--- src/rtl/store_buffer.sv ---
// store_buffer
// Posted-write buffer between the pipeline memory stage and the data memory.
// Stores are queued in a DEPTH-entry FIFO and drained in order. A load is
// accepted only when the buffer is empty and the engine is idle, so it can
// never overtake a buffered store. There is no forwarding.
//
// Ports
//   clk, rst_n          clock, asynchronous active-low reset
//   req_*               pipeline request (valid/write/addr/wdata/sign_mask)
//   req_ready           request accepted when req_valid & req_ready
//   rdata, rdata_valid  load result and its one-cycle qualifier
//   sb_count, sb_empty  occupancy and fully-drained status
//   dm_*                data memory request pins, read data and busy (clk_stall)
module store_buffer #(
    parameter int DEPTH = 4
) (
    input  logic                       clk,
    input  logic                       rst_n,
    input  logic                       req_valid,
    input  logic                       req_write,
    input  logic [31:0]                req_addr,
    input  logic [31:0]                req_wdata,
    input  logic [3:0]                 req_sign_mask,
    output logic                       req_ready,
    output logic [31:0]                rdata,
    output logic                       rdata_valid,
    output logic [$clog2(DEPTH+1)-1:0] sb_count,
    output logic                       sb_empty,
    output logic [31:0]                dm_addr,
    output logic [31:0]                dm_write_data,
    output logic [3:0]                 dm_sign_mask,
    output logic                       dm_memwrite,
    output logic                       dm_memread,
    input  logic [31:0]                dm_read_data,
    input  logic                       dm_clk_stall
);

    localparam int PW = $clog2(DEPTH);
    localparam int CW = $clog2(DEPTH+1);
    localparam logic [PW-1:0] PTR_ONE = PW'(1);
    localparam logic [CW-1:0] CNT_ONE = CW'(1);
    localparam logic [CW-1:0] CNT_MAX = CW'(DEPTH);

    typedef enum logic [1:0] {
        IDLE    = 2'd0,
        ISSUE   = 2'd1,
        WAIT_HI = 2'd2,
        WAIT_LO = 2'd3
    } state_t;

    state_t         state_r, state_s;
    logic [31:0]    fifo_addr_r  [DEPTH];
    logic [31:0]    fifo_wdata_r [DEPTH];
    logic [3:0]     fifo_mask_r  [DEPTH];
    logic [PW-1:0]  head_r, tail_r;
    logic [CW-1:0]  count_r, count_s;
    logic           load_pending_r;
    logic [31:0]    load_addr_r;
    logic [3:0]     load_mask_r;
    logic           op_load_r, op_load_s;

    logic           push_s, pop_s, load_acc_s, load_done_s, start_s;
    logic [31:0]    dm_addr_s, dm_write_data_s, rdata_s;
    logic [3:0]     dm_sign_mask_s;
    logic           dm_memwrite_s, dm_memread_s;

    // Request acceptance: depends only on registered state and the request type.
    always_comb begin
        if (req_write) begin
            req_ready = (count_r < CNT_MAX);
        end else begin
            req_ready = (count_r == {CW{1'b0}}) && (state_r == IDLE) && !load_pending_r;
        end
    end

    assign push_s      = req_valid && req_write && req_ready;
    assign load_acc_s  = req_valid && !req_write && req_ready;
    // The transaction retires on the falling edge of the memory's busy flag.
    assign pop_s       = (state_r == WAIT_LO) && !dm_clk_stall && !op_load_r;
    assign load_done_s = (state_r == WAIT_LO) && !dm_clk_stall && op_load_r;
    assign start_s     = (state_r == IDLE) && (state_s == ISSUE);

    // Engine state register.
    always_ff @(posedge clk or negedge rst_n) begin
        if (!rst_n) begin
            state_r <= IDLE;
        end else begin
            state_r <= state_s;
        end
    end

    // Engine next-state logic; stores take priority over a pending load.
    always_comb begin
        state_s = state_r;
        case (state_r)
            IDLE: begin
                if (!dm_clk_stall && ((count_r != {CW{1'b0}}) || load_pending_r)) begin
                    state_s = ISSUE;
                end else begin
                    state_s = IDLE;
                end
            end
            ISSUE: state_s = WAIT_HI;
            WAIT_HI: begin
                if (dm_clk_stall) begin
                    state_s = WAIT_LO;
                end else begin
                    state_s = WAIT_HI;
                end
            end
            WAIT_LO: begin
                if (!dm_clk_stall) begin
                    state_s = IDLE;
                end else begin
                    state_s = WAIT_LO;
                end
            end
            default: state_s = IDLE;
        endcase
    end

    // Engine outputs: next values of the registered memory pins, loaded on
    // entry to ISSUE so the strobes are high exactly while in ISSUE.
    always_comb begin
        dm_addr_s       = dm_addr;
        dm_write_data_s = dm_write_data;
        dm_sign_mask_s  = dm_sign_mask;
        dm_memwrite_s   = 1'b0;
        dm_memread_s    = 1'b0;
        op_load_s       = op_load_r;
        rdata_s         = rdata;
        if (start_s) begin
            if (count_r != {CW{1'b0}}) begin
                dm_addr_s       = fifo_addr_r[head_r];
                dm_write_data_s = fifo_wdata_r[head_r];
                dm_sign_mask_s  = fifo_mask_r[head_r];
                dm_memwrite_s   = 1'b1;
                op_load_s       = 1'b0;
            end else begin
                dm_addr_s       = load_addr_r;
                dm_sign_mask_s  = load_mask_r;
                dm_memread_s    = 1'b1;
                op_load_s       = 1'b1;
            end
        end else begin
            op_load_s = op_load_r;
        end
        if (load_done_s) begin
            rdata_s = dm_read_data;
        end else begin
            rdata_s = rdata;
        end
    end

    // Occupancy next value; a simultaneous push and pop leaves it unchanged.
    always_comb begin
        case ({push_s, pop_s})
            2'b10:   count_s = count_r + CNT_ONE;
            2'b01:   count_s = count_r - CNT_ONE;
            default: count_s = count_r;
        endcase
    end

    // FIFO storage; contents are qualified by the pointers so need no reset.
    always_ff @(posedge clk) begin
        if (push_s) begin
            fifo_addr_r[tail_r]  <= req_addr;
            fifo_wdata_r[tail_r] <= req_wdata;
            fifo_mask_r[tail_r]  <= req_sign_mask;
        end
    end

    // Pointers, occupancy, load register and all registered outputs.
    always_ff @(posedge clk or negedge rst_n) begin
        if (!rst_n) begin
            head_r         <= {PW{1'b0}};
            tail_r         <= {PW{1'b0}};
            count_r        <= {CW{1'b0}};
            load_pending_r <= 1'b0;
            load_addr_r    <= 32'h0000_0000;
            load_mask_r    <= 4'h0;
            op_load_r      <= 1'b0;
            sb_empty       <= 1'b1;
            rdata          <= 32'h0000_0000;
            rdata_valid    <= 1'b0;
            dm_addr        <= 32'h0000_0000;
            dm_write_data  <= 32'h0000_0000;
            dm_sign_mask   <= 4'h0;
            dm_memwrite    <= 1'b0;
            dm_memread     <= 1'b0;
        end else begin
            if (push_s) begin
                tail_r <= tail_r + PTR_ONE;
            end
            if (pop_s) begin
                head_r <= head_r + PTR_ONE;
            end
            if (load_acc_s) begin
                load_addr_r    <= req_addr;
                load_mask_r    <= req_sign_mask;
                load_pending_r <= 1'b1;
            end else if (load_done_s) begin
                load_pending_r <= 1'b0;
            end
            count_r       <= count_s;
            op_load_r     <= op_load_s;
            sb_empty      <= (count_s == {CW{1'b0}}) && (state_s == IDLE);
            rdata         <= rdata_s;
            rdata_valid   <= load_done_s;
            dm_addr       <= dm_addr_s;
            dm_write_data <= dm_write_data_s;
            dm_sign_mask  <= dm_sign_mask_s;
            dm_memwrite   <= dm_memwrite_s;
            dm_memread    <= dm_memread_s;
        end
    end

    assign sb_count = count_r;

endmodule

--- config.mk ---
export PLATFORM = sky130hd
export DESIGN_NAME = store_buffer
export DESIGN_NICKNAME = d
export VERILOG_FILES = /design/src/rtl/store_buffer.sv
export SDC_FILE = /design/constraint.sdc
export NUM_CORES = 1
export LEC_CHECK = 0
export ABC_AREA = 0
export CORE_MARGIN = 3
export CORE_UTILIZATION = 49
export DETAILED_ROUTE_END_ITERATION = 6
export PLACE_DENSITY = 0.77
export RECOVER_POWER = 50
export SLEW_MARGIN = 20
export SYNTH_ARGS = -nofsm -noshare
export SYNTH_HDL_FRONTEND = slang
export SYNTH_SLANG_ARGS = --single-unit
--- constraint.sdc ---
create_clock -name clk -period 3.2 [get_ports clk]
set_clock_uncertainty 0.2 [all_clocks]
set_input_delay 0.48 -clock clk [delete_from_list [all_inputs] [get_ports clk]]
set_output_delay 0.48 -clock clk [all_outputs]
set_load 0.005 [all_outputs]
==> key figures <==
Routing
  • Drt wl/cell: 22.8 µm
  • DR vias: 8103
  • 1st-iter DRT viols: 521
  • Pre-antenna DRT Iters: 4
  • ANT nets after route: 0
  • Routed length on met2: 17.2 mm
  • Routed wl met3: 1.64 mm
  • Via density per instance: 5.61
  • Top layer in use: met5
  • Met1 Routed Length: 13.3 mm
  • DRC Markers: 0
  • Final wirelength: 32.9 mm

Yosys
  • Cell accounting for the most synthesized area: edfxtp_1
  • Net Count, Synth: 874
  • Post-synthesis sequential area ratio: 75.7%
  • Largest family of logic cells by synthesized area: multiplexers
  • Synthesized area: 15800 µm²
  • Post-synthesis mux area share: 16.9%
  • Synth cell types: 40
  • Flop and latch count out of synthesis: 423
  • Synth Area in XOR/XNOR: 0.278%
  • Synth top area cells: edfxtp_1, dfrtp_1, mux4_2, mux2_2, mux2_1
  • Async S/R FF share, synth: 35.7%
  • Ys flop type: edfxtp_1
  • Cells after Synth: 763
  • Post-synthesis compound-gate area fraction: 3.72%
  • Most instantiated cells after synthesis: edfxtp_1, dfrtp_1, mux2_2
  • Post-synth top area share: 51.8%
  • Count leader, synth: edfxtp_1
  • EDFF count, synth: 272
  • Syn avg cell area: 20.7 µm²
  • Adder-cell share of the synthesized area: 0.524%
  • Post-synthesis simple-gate area fraction: 1.27%
  • Yosys Warn Count: 0

Setup path
  • Worst Setup Start Kind: flip-flop
  • WP data arrival: 2.93 ns
  • R2R cell count: 4
  • Critical Path Fanout Max: 23
  • CP Capture Type: flip-flop
  • Kind of critical path: flip-flop to flip-flop
  • Crit path capture: dm_addr[5]$_DFFE_PN0P_
  • Crit path launch: head_r[0]$_DFFE_PN0P_
  • Worst EP required: 3.37 ns
  • R2R setup slack: 0.44 ns
  • Reg-to-Reg Start: head_r[0]$_DFFE_PN0P_
  • R2R Path End: dm_addr[5]$_DFFE_PN0P_

Min path
  • Hold path startpoint: load_addr_r[22]$_DFFE_PN0P_
  • Min-delay worst type: flip-flop to flip-flop

Place
  • Port bufs: 212
  • GPL Wtd Cong: 0.714
  • Placed insts: 1360
  • HPWL after detailed placement: 19.1 mm
  • Placed inst area: 18600 µm²

Global route
  • First-pass GRT wire length: 50.7 mm
  • Vias in the first global route: 8596
  • GRT Total Usage: 19.3%
  • Total congestion overflow: 0
  • Maximum number of pins on one net before global-route repair: 56
  • Number of antenna violations at the first check in global routing: 4

Power
  • Sequential Power Share: 43.7%
  • Power, Total: 17.5 mW
  • Net switching fraction of the power: 25.9%
  • PwrDens: 875 nW/µm²
  • Worst vdd ir: 0.000740 V
  • Combinational power share: 26.2%
  • Leak: 7.41 nW
  • Psw: 4.53 mW
  • Clock power share: 30.1%
  • Internal power: 13.0 mW

Timing
  • Max Fclk: 0.362 GHz
  • Hold slack: 0.296 ns
  • Final setup violation count: 0
  • Total Negative Setup Slacks: 0 ns
  • Slew @ Worst Pin: 1.42 ns
  • Final hold vios: 0
  • RSZ-0062 raised after global routing: no
  • Fin crit period: 2.76 ns
  • Fin. max-slew vios: 0
  • Max-slew headroom: 5.50%
  • Final period util: 86.4%

Cells and area
  • Share of cells above drive strength 1: 23.9%
  • Non-Filler Instances: 1444
  • Design Area, Final: 20000 µm²
  • # fillers: 2179
  • Area added between synthesis and finish: 27.0%
  • Final #Nets: 1116

Clock network
  • CTS tree: yes
  • Clock buffer depth: 3
  • # H-tree levels: 2
  • Reg clk slew, reported paths: 0.06 ns
  • Clk_lat worst skew: 0.52 ns
  • CTS root buf: clkbuf_16
  • TritonCTS Buffers: 44
  • Number of clock sinks: 423

Floorplan
  • # rows: 65
  • IO Count: 213
  • Die W: 185 µm
  • Core Area: 31600 µm²
  • Die H: 185 µm
  • Die area: 34400 µm²
  • Initial core utilization: 49.9%

Flow run
  • MaxCap Viol Count: 0

Status
  • Status: complete, no violations
## through the flow
step	setup WS [ns]	utilization, %
floorplan	0.619	-
global placement	0.264	58.7
detailed placement	0.212	58.7
CTS	0.345	63.5
global route	0.168	63.3
finish	0.436	63.3
## sequential cells by signal, indices dropped and copies added, names as in the netlist, 2 cells and up
signal	count
head_r	2
fifo_addr_r	128
sb_count	3
dm_sign_mask	4
rdata	32
dm_addr	32
load_mask_r	4
load_addr_r	32
state_r	2
fifo_mask_r	16
dm_write_data	32
fifo_wdata_r	128
tail_r	2
## repair_timing
action	CTS	global route
endpoints found under the hold margin	52	0
buffers inserted	0	0
hold buffers	1	0
gates resized for setup	0	0
endpoints found under the setup margin	0	0
## critical path, cell delays in order, from the launching register on
cell       delay, ns
dfrtp_4         0.76
clkbuf_2        0.72
mux4_2          0.58
o22ai_1         0.19
a2bb2oi_1       0.13
## layout by cell type, fill, tap and decap left out, types with 4 or more instances in the layout
| cell type | instances |
|---|---|
| buf_4 | 9 |
| nand2_1 | 4 |
| clkbuf_2 | 4 |
| dlygate4sd3_1 | 80 |
| a2bb2oi_1 | 36 |
| edfxtp_1 | 272 |
| dfrtp_1 | 148 |
| inv_1 | 8 |
| mux4_2 | 68 |
| buf_12 | 9 |
| mux2_1 | 29 |
| clkbuf_16 | 45 |
| mux2_2 | 72 |
| o22ai_1 | 36 |
| clkinv_2 | 10 |
| bufinv_16 | 8 |
| clkdlybuf4s50_1 | 132 |
| clkinvlp_4 | 4 |
| nor2_1 | 6 |
| clkbuf_1 | 7 |
| ha_1 | 5 |
| clkinv_1 | 6 |
| and2_4 | 4 |
## worst min-delay path by stage
| stage | end | cells after the start |
|---|---|---|
| floorplan | dm_addr[0]$_DFFE_PN0P_ | 0 |
| global placement | load_addr_r[23]$_DFFE_PN0P_ | 1 |
| detailed placement | load_addr_r[22]$_DFFE_PN0P_ | 1 |
| CTS | rdata[4]$_DFFE_PN0P_ | 2 |
| global route | load_addr_r[22]$_DFFE_PN0P_ | 1 |
| finish | load_addr_r[22]$_DFFE_PN0P_ | 1 |
## per-layer routing
metal | GRT usage (%) | up-vias
li1 | - | 3564
met1 | 26.0 | 4253
met2 | 32.8 | 227
met3 | 3.59 | 55
met4 | 5.31 | 4
met5 | 0 | -
## power groups by stage
stage                     sequential (mW)  clock [mW]  combinational (mW)
after detailed placement             7.78           0                4.72
after floorplan                      7.46           0                2.64
after CTS                            7.70        5.39                4.75
final                                7.66        5.28                4.59
after global routing                 7.80        5.62                4.95
after global placement               7.74           0                4.63
## kinds of logic (layout without fill, tap and decap cells)
logic type,count (synthesis),after routing
DFF,423,423
muxes,169,169
AOI/OAI and AO/OA,79,79
buffers and inverters,50,326
and+or+nand+nor,31,31
adders and majority gates,6,6
xor gates and xnor gates,5,5
other,0,3
## cell type report
type	instances	area, µm²	share of cell area (%)
sequential	423	12000	59.7
multi-input combinational	290	3600	18.0
timing repair buffer	238	2410	12.0
clock buffer	52	1170	5.85
tap	402	503	2.51
clock inverter	28	343	1.71
inverter	8	30.0	0.150
antenna	3	7.51	0.0375
No activity file was read; power rests on OpenSTA's default activity.
